==> config.mk <==
export PLATFORM = sky130hd
export DESIGN_NAME = uart_boot_ctrl_flat
export DESIGN_NICKNAME = d
export VERILOG_FILES = /design/src/rtl/uart_boot_ctrl_pkg.sv /design/src/rtl/uart_boot_ctrl_if.sv /design/src/rtl/uart_boot_ctrl_timeout.sv /design/src/rtl/uart_boot_ctrl.sv /design/src/flat_wrapper.sv
export SDC_FILE = /design/constraint.sdc
export NUM_CORES = 1
export LEC_CHECK = 0
export ABC_AREA = 1
export CORE_UTILIZATION = 40
export DETAILED_ROUTE_END_ITERATION = 10
export PLACE_DENSITY = 0.6
export SLEW_MARGIN = 20
export SYNTH_ARGS = -nofsm -noshare
export SYNTH_HDL_FRONTEND = slang
export SYNTH_SLANG_ARGS = --single-unit
==> constraint.sdc <==
create_clock -name CLK -period 2.47 [get_ports CLK]
set_input_delay 0.494 -clock CLK [delete_from_list [all_inputs] [get_ports CLK]]
set_output_delay 0.494 -clock CLK [all_outputs]
set_load 0.05 [all_outputs]
==> src/rtl/uart_boot_ctrl_pkg.sv <==
`default_nettype none
// ============================================================================
// Module      : boot_pkg
// Description : Shared states, command codes and framing bytes for the UART
//               boot controller.
// Revision    : 1.0 - initial release
// ============================================================================
package boot_pkg;

    typedef enum logic [2:0] {
        ST_IDLE = 3'd0,
        ST_CMD  = 3'd1,
        ST_ADDR = 3'd2,
        ST_LEN  = 3'd3,
        ST_DATA = 3'd4,
        ST_CHK  = 3'd5,
        ST_RESP = 3'd6,
        ST_RUN  = 3'd7
    } state_e;

    localparam logic [7:0] CMD_WRITE    = 8'h01;
    localparam logic [7:0] CMD_RUN      = 8'h02;
    localparam logic [7:0] SYNC_DEFAULT = 8'hA5;
    localparam logic [7:0] ACK_DEFAULT  = 8'h06;
    localparam logic [7:0] NAK_DEFAULT  = 8'h15;

    function automatic logic [7:0] sat_inc8(input logic [7:0] v);
        return (v == 8'hFF) ? v : v + 8'd1;
    endfunction

endpackage
`default_nettype wire

==> src/rtl/uart_boot_ctrl_if.sv <==
`default_nettype none
// ============================================================================
// Module      : uart_boot_ctrl_if
// Description : Byte stream, response, instruction-memory and CPU control
//               signals of the boot controller.
// Revision    : 1.0 - initial release
// ============================================================================
interface uart_boot_ctrl_if;

    logic        enable;
    logic        rx_valid;
    logic [7:0]  rx_byte;
    logic        tx_ready;
    logic        tx_valid;
    logic [7:0]  tx_byte;
    logic        imem_WE;
    logic [31:0] imem_A;
    logic [31:0] imem_WD;
    logic        cpu_stall;
    logic        cpu_reset;
    logic        busy;
    logic [7:0]  err_count;

    // Host / system side
    modport master (
        output enable, rx_valid, rx_byte, tx_ready,
        input  tx_valid, tx_byte, imem_WE, imem_A, imem_WD,
        input  cpu_stall, cpu_reset, busy, err_count
    );

    // Boot controller side
    modport slave (
        input  enable, rx_valid, rx_byte, tx_ready,
        output tx_valid, tx_byte, imem_WE, imem_A, imem_WD,
        output cpu_stall, cpu_reset, busy, err_count
    );

endinterface
`default_nettype wire

==> src/rtl/uart_boot_ctrl_timeout.sv <==
`default_nettype none
// ============================================================================
// Module      : boot_timeout
// Description : Reloadable down-counter; expire_o flags the last idle cycle
//               of an enabled window that saw no reload.
// Revision    : 1.0 - initial release
// ============================================================================
module boot_timeout #(
    parameter int unsigned CYCLES = 5_000_000
) (
    input  wire logic CLK,
    input  wire logic reset,
    input  wire logic clear_i,
    input  wire logic en_i,
    output logic      expire_o
);

    logic [31:0] remaining_q;
    logic [31:0] remaining_d;

    always_comb begin
        remaining_d = remaining_q;
        if (clear_i) begin
            remaining_d = CYCLES;
        end else if (en_i && (remaining_q != 32'd0)) begin
            remaining_d = remaining_q - 32'd1;
        end
    end

    always_ff @(posedge CLK) begin
        if (reset) begin
            remaining_q <= CYCLES;
        end else begin
            remaining_q <= remaining_d;
        end
    end

    // A reload in the same cycle always beats expiry
    assign expire_o = en_i && !clear_i && (remaining_q == 32'd1);

endmodule
`default_nettype wire

==> src/rtl/uart_boot_ctrl.sv <==
`default_nettype none
// ============================================================================
// Module      : uart_boot_ctrl
// Description : Parses framed host packets from the UART byte stream, writes
//               instruction memory, and releases the CPU on a RUN command.
// Revision    : 1.0 - initial release
// ============================================================================
module uart_boot_ctrl
    import boot_pkg::*;
#(
    parameter int unsigned TIMEOUT_CYCLES = 5_000_000,
    parameter int unsigned MAX_WORDS      = 1024,
    parameter logic [7:0]  SYNC_BYTE      = SYNC_DEFAULT,
    parameter logic [7:0]  ACK_BYTE       = ACK_DEFAULT,
    parameter logic [7:0]  NAK_BYTE       = NAK_DEFAULT
) (
    input  wire logic       CLK,
    input  wire logic       reset,
    uart_boot_ctrl_if.slave bus
);

    state_e      state_q,     state_d;
    logic        tx_valid_q,  tx_valid_d;
    logic [7:0]  tx_byte_q,   tx_byte_d;
    logic        we_q,        we_d;
    logic [31:0] addr_q,      addr_d;
    logic [31:0] wd_q,        wd_d;
    logic        stall_q,     stall_d;
    logic        cpu_rst_q,   cpu_rst_d;
    logic        busy_q,      busy_d;
    logic [7:0]  err_q,       err_d;
    logic [7:0]  chk_q,       chk_d;
    logic        bad_q,       bad_d;
    logic        run_q,       run_d;
    logic        adv_q,       adv_d;
    logic [1:0]  cnt_q,       cnt_d;
    logic [15:0] len_q,       len_d;

    logic        w_window;
    logic        w_sum_window;
    logic        w_expire;
    logic        w_to_clear;
    logic [15:0] w_len;

    assign w_window     = (state_q == ST_CMD)  || (state_q == ST_ADDR) ||
                          (state_q == ST_LEN)  || (state_q == ST_DATA) ||
                          (state_q == ST_CHK);
    assign w_sum_window = w_window && (state_q != ST_CHK);
    assign w_to_clear   = bus.rx_valid || !w_window;
    assign w_len        = {bus.rx_byte, len_q[7:0]};

    boot_timeout #(
        .CYCLES (TIMEOUT_CYCLES)
    ) u_timeout (
        .CLK      (CLK),
        .reset    (reset),
        .clear_i  (w_to_clear),
        .en_i     (w_window),
        .expire_o (w_expire)
    );

    always_comb begin
        state_d    = state_q;
        tx_valid_d = tx_valid_q;
        tx_byte_d  = tx_byte_q;
        we_d       = 1'b0;
        // Address advances the cycle after the write pulse so WE sees the old one
        addr_d     = adv_q ? addr_q + 32'd4 : addr_q;
        wd_d       = wd_q;
        stall_d    = stall_q;
        cpu_rst_d  = 1'b0;
        err_d      = err_q;
        chk_d      = chk_q;
        bad_d      = bad_q;
        run_d      = run_q;
        adv_d      = 1'b0;
        cnt_d      = cnt_q;
        len_d      = len_q;

        if (w_sum_window && bus.rx_valid) begin
            chk_d = chk_q ^ bus.rx_byte;
        end

        case (state_q)
            ST_IDLE: begin
                if (bus.rx_valid && bus.enable && (bus.rx_byte == SYNC_BYTE)) begin
                    state_d = ST_CMD;
                    stall_d = 1'b1;
                    chk_d   = 8'h00;
                    bad_d   = 1'b0;
                    run_d   = 1'b0;
                    cnt_d   = 2'd0;
                end
            end
            ST_CMD: begin
                if (bus.rx_valid) begin
                    cnt_d = 2'd0;
                    if (bus.rx_byte == CMD_WRITE) begin
                        state_d = ST_ADDR;
                    end else if (bus.rx_byte == CMD_RUN) begin
                        state_d = ST_CHK;
                        run_d   = 1'b1;
                    end else begin
                        state_d = ST_CHK;
                        bad_d   = 1'b1;
                    end
                end
            end
            ST_ADDR: begin
                if (bus.rx_valid) begin
                    addr_d[{cnt_q, 3'b000} +: 8] = bus.rx_byte;
                    cnt_d = cnt_q + 2'd1;
                    if ((cnt_q == 2'd0) && (bus.rx_byte[1:0] != 2'b00)) begin
                        bad_d = 1'b1;
                    end
                    if (cnt_q == 2'd3) begin
                        state_d = ST_LEN;
                    end
                end
            end
            ST_LEN: begin
                if (bus.rx_valid) begin
                    if (cnt_q == 2'd0) begin
                        len_d[7:0] = bus.rx_byte;
                        cnt_d      = 2'd1;
                    end else begin
                        cnt_d = 2'd0;
                        len_d = w_len;
                        if ((w_len == 16'd0) || (32'(w_len) > MAX_WORDS)) begin
                            bad_d   = 1'b1;
                            state_d = ST_CHK;
                        end else begin
                            state_d = ST_DATA;
                        end
                    end
                end
            end
            ST_DATA: begin
                if (bus.rx_valid) begin
                    wd_d[{cnt_q, 3'b000} +: 8] = bus.rx_byte;
                    cnt_d = cnt_q + 2'd1;
                    if (cnt_q == 2'd3) begin
                        we_d  = !bad_q;
                        adv_d = 1'b1;
                        len_d = len_q - 16'd1;
                        if (len_q == 16'd1) begin
                            state_d = ST_CHK;
                        end
                    end
                end
            end
            ST_CHK: begin
                if (bus.rx_valid) begin
                    if (bad_q || (bus.rx_byte != chk_q)) begin
                        state_d    = ST_RESP;
                        tx_valid_d = 1'b1;
                        tx_byte_d  = NAK_BYTE;
                        err_d      = sat_inc8(err_q);
                    end else if (run_q) begin
                        state_d   = ST_RUN;
                        cpu_rst_d = 1'b1;
                        stall_d   = 1'b0;
                    end else begin
                        state_d    = ST_RESP;
                        tx_valid_d = 1'b1;
                        tx_byte_d  = ACK_BYTE;
                    end
                end
            end
            ST_RUN: begin
                state_d    = ST_RESP;
                tx_valid_d = 1'b1;
                tx_byte_d  = ACK_BYTE;
            end
            ST_RESP: begin
                if (bus.tx_ready) begin
                    tx_valid_d = 1'b0;
                    state_d    = ST_IDLE;
                end
            end
            default: begin
                state_d = ST_IDLE;
            end
        endcase

        // Abandoned packet: silent return to IDLE, stall left asserted
        if (w_expire) begin
            state_d = ST_IDLE;
            err_d   = sat_inc8(err_q);
        end

        busy_d = (state_d != ST_IDLE);
    end

    always_ff @(posedge CLK) begin
        if (reset) begin
            state_q    <= ST_IDLE;
            tx_valid_q <= 1'b0;
            tx_byte_q  <= 8'h00;
            we_q       <= 1'b0;
            addr_q     <= 32'h0;
            wd_q       <= 32'h0;
            stall_q    <= 1'b0;
            cpu_rst_q  <= 1'b0;
            busy_q     <= 1'b0;
            err_q      <= 8'h00;
            chk_q      <= 8'h00;
            bad_q      <= 1'b0;
            run_q      <= 1'b0;
            adv_q      <= 1'b0;
            cnt_q      <= 2'd0;
            len_q      <= 16'd0;
        end else begin
            state_q    <= state_d;
            tx_valid_q <= tx_valid_d;
            tx_byte_q  <= tx_byte_d;
            we_q       <= we_d;
            addr_q     <= addr_d;
            wd_q       <= wd_d;
            stall_q    <= stall_d;
            cpu_rst_q  <= cpu_rst_d;
            busy_q     <= busy_d;
            err_q      <= err_d;
            chk_q      <= chk_d;
            bad_q      <= bad_d;
            run_q      <= run_d;
            adv_q      <= adv_d;
            cnt_q      <= cnt_d;
            len_q      <= len_d;
        end
    end

    assign bus.tx_valid  = tx_valid_q;
    assign bus.tx_byte   = tx_byte_q;
    assign bus.imem_WE   = we_q;
    assign bus.imem_A    = addr_q;
    assign bus.imem_WD   = wd_q;
    assign bus.cpu_stall = stall_q;
    assign bus.cpu_reset = cpu_rst_q;
    assign bus.busy      = busy_q;
    assign bus.err_count = err_q;

endmodule
`default_nettype wire

==> src/flat_wrapper.sv <==
// flat-port wrapper written by rule: the top's interface ports become plain ports
module uart_boot_ctrl_flat import boot_pkg::*;
#(
    parameter int unsigned TIMEOUT_CYCLES = 5_000_000,
    parameter int unsigned MAX_WORDS      = 1024,
    parameter logic [7:0]  SYNC_BYTE      = SYNC_DEFAULT,
    parameter logic [7:0]  ACK_BYTE       = ACK_DEFAULT,
    parameter logic [7:0]  NAK_BYTE       = NAK_DEFAULT
)
  (CLK, reset, bus_enable, bus_rx_valid, bus_rx_byte, bus_tx_ready, bus_tx_valid, bus_tx_byte, bus_imem_WE, bus_imem_A, bus_imem_WD, bus_cpu_stall, bus_cpu_reset, bus_busy, bus_err_count);
  uart_boot_ctrl_if bus_i ();
  input  wire logic CLK;
  input  wire logic reset;
  input wire logic [$bits(bus_i.enable)-1:0] bus_enable;
  input wire logic [$bits(bus_i.rx_valid)-1:0] bus_rx_valid;
  input wire logic [$bits(bus_i.rx_byte)-1:0] bus_rx_byte;
  input wire logic [$bits(bus_i.tx_ready)-1:0] bus_tx_ready;
  output wire logic [$bits(bus_i.tx_valid)-1:0] bus_tx_valid;
  output wire logic [$bits(bus_i.tx_byte)-1:0] bus_tx_byte;
  output wire logic [$bits(bus_i.imem_WE)-1:0] bus_imem_WE;
  output wire logic [$bits(bus_i.imem_A)-1:0] bus_imem_A;
  output wire logic [$bits(bus_i.imem_WD)-1:0] bus_imem_WD;
  output wire logic [$bits(bus_i.cpu_stall)-1:0] bus_cpu_stall;
  output wire logic [$bits(bus_i.cpu_reset)-1:0] bus_cpu_reset;
  output wire logic [$bits(bus_i.busy)-1:0] bus_busy;
  output wire logic [$bits(bus_i.err_count)-1:0] bus_err_count;
  assign bus_i.enable = bus_enable;
  assign bus_i.rx_valid = bus_rx_valid;
  assign bus_i.rx_byte = bus_rx_byte;
  assign bus_i.tx_ready = bus_tx_ready;
  assign bus_tx_valid = bus_i.tx_valid;
  assign bus_tx_byte = bus_i.tx_byte;
  assign bus_imem_WE = bus_i.imem_WE;
  assign bus_imem_A = bus_i.imem_A;
  assign bus_imem_WD = bus_i.imem_WD;
  assign bus_cpu_stall = bus_i.cpu_stall;
  assign bus_cpu_reset = bus_i.cpu_reset;
  assign bus_busy = bus_i.busy;
  assign bus_err_count = bus_i.err_count;
  uart_boot_ctrl #(.TIMEOUT_CYCLES(TIMEOUT_CYCLES), .MAX_WORDS(MAX_WORDS), .SYNC_BYTE(SYNC_BYTE), .ACK_BYTE(ACK_BYTE), .NAK_BYTE(NAK_BYTE)) u_core (.CLK(CLK), .reset(reset), .bus(bus_i));
endmodule
# Word-level counts from Yosys, hierarchy flattened
# Cells that the tools add are included.
# op_classes
addsub,6
n_mul,0
div,0
order_cmp,1
eq_ne,35
shift,2
n_mux,72
bitwise_logic,5
reduce_logical,49
# op_table
cell,count
2-to-1 mux 8 bit,13
2-to-1 mux 32 bit,3
bitwise mux 32 bit,2
2-to-1 mux 16 bit,3
2-to-1 mux 3 bit,14
adder 32 x 3 -> 32 bit (second input constant),1
equality test 32 x 1 -> 1 bit (second input constant),1
one-hot mux 16 bit (2 select lines),1
nonzero test 32 bit,1
variable shift 8 x 7 -> 32 bit (first input constant),1
indexed part select 8 x 7 -> 32 bit,1
subtractor 32 x 1 -> 32 bit (second input constant),1
!= test 2 bit (second input constant),15
2-to-1 mux 1 bit,25
AND reduction 5 bit,5
one-hot mux 3 bit (8 select lines),1
equality test 16 x 1 -> 1 bit (second input constant),1
equality test 8 bit (second input constant),2
greater-than comparator 16 x 11 -> 1 bit (second input constant),1
zero test 16 bit,1
one-hot mux 8 bit (2 select lines),1
nonzero test 2 bit,8
subtractor 16 x 1 -> 16 bit (second input constant),1
equality test 3 bit (second input constant),4
other kinds (32),63
# totals
regBits,149
latch_bits,0
mem_bits_rw,0
rom_bits,0
inputBits,13
output_inout_bits,85
word_cells,188
mem_count,0

# Depth between registers and ports, before layout
# Gate-level depths: netlist of the first run.
# logic_depth
ltp_word,12
depth_mapped,13
mapped_depth_nobuf,12

# Hierarchy
# Synthesis of the first run repeated with hierarchy kept, for this count alone.
# hier_totals
hier_cells,1374
hier_area_um2,8572.0
# modules_own_cells
module,instances,cells_per_inst,area_each_um2,seq_area_each_um2
uart_boot_ctrl,1,1038,6522.5,2242.2
boot_timeout,1,336,2049.5,640.6

# Least setup slack after synthesis of the first run
# Ideal clock, no wire load.
# synth_timing
path_kind,reg-to-reg
start,register u_core.cnt_q[0]
end,"register u_core.wd_q[14], in the netlist u_core.bus.imem_WD[14]"
setup_time_ns,0.128
arrival_ns,2.107
required_ns,2.342
path_slack_ns,0.236
path_stages_with_launch,14
n_path_buf,3
synth_period_minus_slack_ns,2.234
cell_sequence,dfxtp_1 clkbuf_1 clkbuf_1 inv_1 ha_1 inv_1 nor2_1 inv_1 clkbuf_1 nor2_1 inv_1 nor2_1 a21oi_1 nor2_1
# synth_between
elab_chain_len,3
elab_cells_between_ends,4
cone_classes,1 x add/sub; 2 x shift; 1 x mux
# synth_rtl
element,line,source
"start, declared",uart_boot_ctrl.sv:36,"logic [1:0] cnt_q, cnt_d;"
"start signal, assigned",uart_boot_ctrl.sv:228,cnt_q <= cnt_d;
negation 5 -> 7 bit (*),uart_boot_ctrl.sv:140,"wd_d[{cnt_q, 3'b000} +: 8] = bus.rx_byte;"
indexed part select 8 x 7 -> 32 bit or variable shift 8 x 7 -> 32 bit (tied branches),uart_boot_ctrl.sv:140,
bitwise mux 32 bit (*),uart_boot_ctrl.sv:140,
"end signal, assigned",uart_boot_ctrl.sv:219,wd_q <= wd_d;
"end, declared",uart_boot_ctrl.sv:27,"logic [31:0] wd_q, wd_d;"
# Every way passes the cells marked *; elsewhere a longest branch is shown, timed or not.
# A chain may end at the register's enable or synchronous reset.

# Worst setup path in the final report of the first run
# layout_timing
start,"register u_core.addr_q[7], in the netlist u_core.bus.imem_A[7]"
end,output bus_imem_A[7]
# layout_lines
element,line,source
"start, declared",uart_boot_ctrl.sv:26,"logic [31:0] addr_q, addr_d;"
"start signal, assigned",uart_boot_ctrl.sv:218,addr_q <= addr_d;
"end, declared",flat_wrapper.sv:21,output wire logic [$bits(bus_i.imem_A)-1:0] bus_imem_A;
# No word-level cell between the ends.

==> reports/qor.log, run 1 <==
INFO  critical_path  critPathKind=reg2out
INFO  clock_network  cts_setup_buffers=0
INFO  drt            number_of_remaining_drc_errors=0
INFO  placement      dp_cells=1,699
INFO  timing         report.final.setup_viol=0
INFO  finish         nets_finish=1,472
INFO  clock_network  cts.repair.resized=0
INFO  placement      placement.io_buffers=93
INFO  timing         report.final.slew_viol_count=0
INFO  critical_path  cp_top_family=buffers and inverters
INFO  finish         layout.core_utilization=50.4%
INFO  timing         finClkSkew=0.0119ns
INFO  finish         area.growth.synth_to_final=22.3%
INFO  grt            grt_use_total=24.0%
INFO  job            cap_viol_max_count=0
INFO  timing         fin_ws=0.239ns
INFO  grt            first_global_vias=8,094
INFO  clock_network  post_cts_hold_buffer_count=0
INFO  timing         worst_pin_slew=0.622ns
INFO  timing         max_freq=448MHz
INFO  synthesis      yosysWarningCount=0
INFO  synthesis      top_post_synthesis_cells_by_area=dfxtp_1, nand2_1, nor2_1
INFO  drt            drt_first_pass_iters=6
INFO  timing         grt_setup_unrepaired=false
INFO  synthesis      synth_flop_type=dfxtp_1
INFO  drt            via_count=8,751
INFO  drt            post_detailed_route_via_to_cell_ratio=5.06
INFO  grt            grt_start_max_net_pins=78
INFO  timing         final.min_clock_period=2.23ns
INFO  critical_path  worstPathRequired=1.98ns
INFO  floorplanning  die_width=147um
INFO  power_and_ir_drop pwr_density_cell=521nW/um2
INFO  synthesis      ys_seq_area_share=34.2%
INFO  floorplanning  die_h=147um
INFO  synthesis      synth_edf_count=0
INFO  clock_network  clkSlewWorstSetupHoldPaths=0.06ns
INFO  floorplanning  dieArea=21,600um2
INFO  floorplanning  pin_count=98
INFO  critical_path  critPathArrivalTime=1.74ns
INFO  synthesis      synth_area_per_cell=6.24um2
INFO  min_path       min_path_type=reg2reg
INFO  grt            grt_overflow_total=0
INFO  power_and_ir_drop static-leakage-power=4.08nW
INFO  critical_path  slowest_delay=0.85ns
INFO  synthesis      netlist_instances=1,350
INFO  critical_path  slowest_stage=clkdlybuf4s50_1
INFO  power_and_ir_drop ir_worst_vdd=0.416mV
INFO  synthesis      yosys.area.top_type_share=34.2%
INFO  grt            grt_first_pass_wirelength=41.5mm
INFO  critical_path  timing.critical_path.from_type=flop
INFO  synthesis      asyncSetResetFlopFracSynth=0%
INFO  floorplanning  core.rowCount=52
INFO  status         run_status=finished clean
INFO  synthesis      ys_ff_latch=144
INFO  floorplanning  initial_utilization=41.2%
INFO  finish         n_antenna_cell=0
INFO  placement      setup_slack_after_placement=-0.0595ns
INFO  drt            antenna_violation_net_count_after_detailed_routing=0
INFO  placement      gp_congestion=0.939
INFO  clock_network  maximum_level_of_the_cts_h_tree=4
INFO  grt            initial_antenna_violation_count=0
INFO  drt            detail_route.wirelength=25.5mm
INFO  placement      dp_hpwl=19.2mm
INFO  synthesis      synth_largest_area_cell=dfxtp_1
INFO  timing         hold_viol=0
INFO  timing         max-slew-margin-rel=58.2%
INFO  finish         final_layout_size_suffix_gt1_share=6.23%
INFO  critical_path  critical_path.n_buffers_inverters=1
INFO  floorplanning  placeableCoreArea=20,400um2
INFO  clock_network  clkLatencyLatePin=0.43ns
INFO  clock_network  cts_tree=done
INFO  synthesis      synth.lib_cells_used.distinct=40
INFO  drt            detail_route.wl_per_cell=14.7um
INFO  timing         final_clock_period_utilization_by_the_worst_path=90.3%
INFO  clock_network  numCtsBuffers=17
INFO  critical_path  worst-path-max-fanout=5
INFO  finish         finalNonFillerCells=1,731
INFO  critical_path  endpoint_kind=output pin
INFO  clock_network  cts.sink_count=144
INFO  drt            first_iter_violations=566
INFO  critical_path  crit_path_cell_trace=clkdlybuf4s50_1
INFO  clock_network  clock-root-buffer=clkbuf_16
INFO  synthesis      synth.cell_area=8420um2
INFO  clock_network  cts.path.max_buffers=2
## sequential cells by signal, summed over array words and instances (netlist names)
signal	count
u_core.bus.imem_WD	32
u_core.bad_q	1
u_core.bus.err_count	8
u_core.len_q	16
u_core.bus.tx_valid	1
u_core.run_q	1
u_core.bus.cpu_stall	1
u_core.adv_q	1
u_core.u_timeout.remaining_q	32
u_core.bus.tx_byte	3
u_core.bus.busy	1
u_core.bus.imem_A	32
u_core.cnt_q	2
u_core.state_q	3
u_core.chk_q	8
u_core.bus.imem_WE	1
u_core.bus.cpu_reset	1
## cell usage in the layout (no fill, tap or decap), types with 2 or more instances in the layout
cell type,netlist,routed
a21oi_1,123,123
a31oi_1,8,8
buf_12,0,2
buf_4,8,25
bufinv_16,0,2
clkbuf_16,0,17
clkbuf_8,0,2
clkdlybuf4s50_1,0,92
clkinv_4,0,4
clkinvlp_4,0,2
conb_1,1,4
dfxtp_1,144,144
ha_1,11,11
inv_1,127,127
inv_2,9,9
inv_6,0,3
nand2_1,356,356
nand2_2,8,8
nand2_4,2,2
nand3_1,77,77
nand3b_1,5,5
nand4_1,14,14
nor2_1,240,240
nor2_2,6,6
nor2_4,2,2
nor3_1,36,36
nor4_1,3,3
o211ai_1,7,7
o21ai_0,57,57
o21ai_1,6,6
xnor2_1,21,21
xor2_1,30,30
## cell type report
type / instances / area [um2]
clock buffer: 19 / 453
inverter: 137 / 514
tap: 270 / 338
clock inverter: 13 / 153
fill: 2114 / 10100
sequential: 144 / 2880
timing repair buffer: 120 / 1150
multi-input combinational: 1028 / 4810
## cells by family (layout without fill, tap and decap cells)
group,Yosys count,in the layout,share of synthesized area [%]
and+or+nand+nor,754,754,37.1
AOI/OAI and AO/OA,208,208,12.9
buffers and inverters,181,289,8.79
DFF,144,144,34.2
xor gates and xnor gates,51,51,5.30
adders and majority gates,11,11,1.63
other,1,4,0.0445
## worst paths after layout
kind	slack [ns]	cells past startpoint	to	from
hold reg to reg	0.45	2	u_core.bus.tx_byte[1]$_SDFFE_PP0P_	u_core.bus.tx_byte[1]$_SDFFE_PP0P_
hold / removal	0.45	2	u_core.bus.tx_byte[1]$_SDFFE_PP0P_	u_core.bus.tx_byte[1]$_SDFFE_PP0P_
setup reg to reg	0.42	5	u_core.bus.imem_WD[21]$_SDFFE_PP0P_	u_core.state_q[2]$_SDFF_PP0_
setup / recovery	0.24	1	bus_imem_A[7]	u_core.bus.imem_A[7]$_SDFF_PP0_
## through the flow
step / area, um2 / hold slack [ns] / power, mW / setup TNS (ns)
5_1_grt: 10300 / 0.486 / 5.57 / 0
4_1_cts: 10300 / 0.450 / 5.41 / 0
6_report: 10300 / 0.449 / 5.36 / 0
3_5_place_dp: 9700 / 0.440 / 2.75 / -0.352
3_3_place_gp: 9700 / 0.435 / 2.75 / -0.147
2_1_floorplan: 8440 / 0.427 / 2.63 / 0
## per-layer routing
| metal | vias to the layer above | track usage [%] | share of wire [%] |
|---|---|---|---|
| li1 | 4508 | - | - |
| met1 | 3983 | 33.3 | 48 |
| met2 | 237 | 37.8 | 45 |
| met3 | 23 | 4.50 | 6.1 |
| met4 | 0 | 6.44 | 1.4 |
| met5 | - | 0 | 0 |
## cell usage after synthesis, drive strengths merged, types with 2 or more instances
cell type	number
ha	11
a21oi	124
clkbuf	21
a21boi	2
xor2	30
nand2	366
nor3	37
dfxtp	144
a31oi	8
nand3b	5
buf	23
nor4	3
nand3	78
o21ai	64
nor2	248
xnor2	21
nand4	14
o211ai	7
inv	136
## where the power goes
group	internal (mW)	switching (mW)
Clock	1.56	1.10
Sequential	2.33	0.0121
Combinational	0.107	0.244
Total	4.00	1.36
No activity file was read; power rests on OpenSTA's default activity.
==> inputs of run 2 (changes only) <==
--- a/config.mk
+++ b/config.mk
@@ -7,6 +7,7 @@
 export LEC_CHECK = 0
 export ABC_AREA = 1
 export CORE_UTILIZATION = 40
+export CTS_CLUSTER_SIZE = 25
 export DETAILED_ROUTE_END_ITERATION = 10
 export PLACE_DENSITY = 0.6
 export SLEW_MARGIN = 20
==> results of run 2 <==
The final DEF is identical to that of run 1; final timing and power are the same.
==> inputs of run 3 (changes only) <==
--- a/config.mk
+++ b/config.mk
@@ -6,6 +6,7 @@
 export NUM_CORES = 1
 export LEC_CHECK = 0
 export ABC_AREA = 1
+export CORE_MARGIN = 2
 export CORE_UTILIZATION = 40
 export CTS_CLUSTER_SIZE = 25
 export DETAILED_ROUTE_END_ITERATION = 10
==> reports/qor.log, run 3 (synthesis gave the netlist of run 1 again) <==
INFO  status         run_status=finished clean [unchanged]
INFO  drt            number_of_remaining_drc_errors=0 [unchanged]
INFO  timing         report.final.slew_viol_count=0 [unchanged]
INFO  drt            via_count=8,776 [was 8,751]
INFO  grt            grt_overflow_total=0 [unchanged]
INFO  finish         final_layout_size_suffix_gt1_share=6.36% [was 6.23%]
INFO  grt            grt_first_pass_wirelength=41.1mm [was 41.5 mm]
INFO  timing         worst_pin_slew=0.679ns [was 0.622 ns]
INFO  finish         layout_commonest_cell=nand2_1 [unchanged]
INFO  timing         finClkSkew=0.00654ns [was 0.0119 ns]
INFO  power_and_ir_drop ir_worst_vdd=0.439mV [was 0.416 mV]
INFO  finish         n_antenna_cell=0 [unchanged]
INFO  critical_path  ff2ff_setup_slack=0.34ns [was 0.42 ns]
INFO  clock_network  clkSlewWorstSetupHoldPaths=0.07ns [was 0.06 ns]
INFO  timing         final.min_clock_period=2.25ns [was 2.23 ns]
INFO  drt            wl_met3=1.34mm [was 1.54 mm]
INFO  finish         area.growth.synth_to_final=22.5% [was 22.3%]
INFO  placement      gp_congestion=0.922 [was 0.939]
INFO  timing         report.final.setup_viol=0 [unchanged]
INFO  clock_network  cts.repair.resized=0 [unchanged]
INFO  drt            met1_length=12.3mm [was 12.2 mm]
INFO  critical_path  endpoint_kind=flop [was output pin]
INFO  finish         layout_common_cells=nand2_1, nor2_1, dfxtp_1, inv_1, a21oi_1 [unchanged]
INFO  timing         grt_setup_unrepaired=false [unchanged]
INFO  clock_network  numCtsBuffers=17 [unchanged]
INFO  timing         final_clock_period_utilization_by_the_worst_path=91.1% [was 90.3%]
INFO  power_and_ir_drop static-leakage-power=4.08nW [about the same]
INFO  critical_path  critPathArrivalTime=2.60ns [was 1.74 ns]
INFO  drt            post_detailed_route_via_to_cell_ratio=5.05 [was 5.06]
INFO  grt            initial_antenna_violation_count=0 [unchanged]
INFO  min_path       min_path_type=reg2reg [unchanged]
INFO  clock_network  cts_setup_buffers=0 [unchanged]
INFO  drt            detail_route.wl_per_cell=14.6um [was 14.7 um]
INFO  timing         max_freq=445MHz [was 448 MHz]
INFO  critical_path  critPathKind=in2reg [was reg2out]
INFO  floorplanning  initial_utilization=40.5% [was 41.2%]
INFO  drt            drt_first_pass_iters=6 [unchanged]
INFO  clock_network  maximum_level_of_the_cts_h_tree=4 [unchanged]
INFO  grt            grt_use_total=23.1% [was 24.0%]
INFO  clock_network  post_cts_hold_buffer_count=0 [unchanged]
INFO  floorplanning  die_width=149um [was 147 um]
INFO  finish         design_area=10,300um2 [about the same]
INFO  placement      setup_slack_after_placement=-0.135ns [was -0.0595 ns]
INFO  drt            highest-signal-layer=met4 [unchanged]
INFO  floorplanning  die_h=149um [was 147 um]
INFO  placement      placement.io_buffers=93 [unchanged]
INFO  grt            first_global_vias=8,062 [was 8,094]
INFO  critical_path  worstPathRequired=2.82ns [was 1.98 ns]
INFO  drt            met2_wirelength=11.5mm [was 11.4 mm]
INFO  floorplanning  placeableCoreArea=20,800um2 [was 20,400 um2]
INFO  floorplanning  core.rowCount=53 [was 52]
INFO  clock_network  clock-root-buffer=clkbuf_16 [unchanged]
INFO  clock_network  clkLatencyLatePin=0.43ns [about the same]
INFO  critical_path  worst-path-max-fanout=10 [was 5]
INFO  placement      standard_cell_area_after_detailed_placement=9720um2 [was 9700 um2]
INFO  power_and_ir_drop pwr_density_cell=517nW/um2 [was 521 nW/um2]
INFO  job            cap_viol_max_count=0 [unchanged]
INFO  grt            grt_start_max_net_pins=64 [was 78]
INFO  floorplanning  dieArea=22,200um2 [was 21,600 um2]
INFO  clock_network  cts_tree=done [unchanged]
INFO  drt            first_iter_violations=608 [was 566]
INFO  clock_network  cts.sink_count=144 [unchanged]
INFO  floorplanning  pin_count=98 [unchanged]
INFO  timing         fin_ws=0.220ns [was 0.239 ns]
INFO  critical_path  timing.critical_path.from_type=primary input [was flop]
INFO  timing         hold_viol=0 [unchanged]
INFO  clock_network  cts.path.max_buffers=2 [unchanged]
INFO  drt            detail_route.wirelength=25.4mm [was 25.5 mm]
INFO  power_and_ir_drop report.power.total=5.33mW [was 5.36 mW]
INFO  drt            antenna_violation_net_count_after_detailed_routing=0 [unchanged]
INFO  finish         nets_finish=1,474 [was 1,472]
INFO  timing         max-slew-margin-rel=54.7% [was 58.2%]
INFO  placement      dp_hpwl=19.3mm [was 19.2 mm]
run 3: cell types whose count changed in the layout (fill, tap and decap cells not counted):
cell / change
clkinvlp_4: +1
clkinv_4: -1
buf_4: +2
clkinv_2: +1
clkbuf_8: -1
run 3: routing by layer:
layer / vias to the layer above / GRT usage [%]
met3: 23 / 3.79
li1: 4511 / -
met5: - / 0
met4: 0 / 5.48
met2: 224 / 37.0
met1: 4018 / 32.7
run 3: final timing paths:
kind	start	endpoint	cells past startpoint
setup / recovery	bus_rx_byte[4]	u_core.bus.err_count[3]$_SDFFE_PP0P_	12
hold / removal	u_core.bus.tx_byte[1]$_SDFFE_PP0P_	u_core.bus.tx_byte[1]$_SDFFE_PP0P_	2
setup reg to reg	u_core.bus.imem_A[2]$_SDFF_PP0_	u_core.bus.imem_A[24]$_SDFF_PP0_	10
hold reg to reg	u_core.bus.tx_byte[1]$_SDFFE_PP0P_	u_core.bus.tx_byte[1]$_SDFFE_PP0P_	2
run 3: final cells by class:
type / instances / area (um2)
clock buffers: 18 / 439
clock inverters: 14 / 156
fillers: 2221 / 10500
inverters: 137 / 514
multi-input cells: 1028 / 4810
flip-flops and latches: 144 / 2880
well taps: 275 / 344
repair buffers: 122 / 1170
run 3: power breakdown:
group	total (mW)	switching (mW)	leakage [nW]	internal (mW)
sequential	2.35	0.0123	1.16	2.33
clock	2.63	1.10	0.285	1.53
combinational	0.356	0.248	2.63	0.108
total	5.33	1.36	4.08	3.97
run 3: worst max-delay path, cell delays in order:
cell and delay (ns):
clkdlybuf4s50_1 0.62, inv_1 0.25, nand2_1 0.09, nand2_1 0.08
nand2_1 0.06, nor2_1 0.19, nand3_1 0.15, nand2_1 0.16
nand2_4 0.13, nand2_2 0.17, nand2_1 0.07, a21oi_1 0.12
run 3: per-stage QoR:
step	TNS, ns	std cells	hold slack, ns	utilization, %
final	0	1738	0.453	49.5
after global routing	0	1738	0.485	49.5
after CTS	0	1738	0.456	49.5
after detailed placement	-0.907	1706	0.447	46.7
after global placement	-0.979	1706	0.441	46.7
after floorplan	0	1353	0.427	-
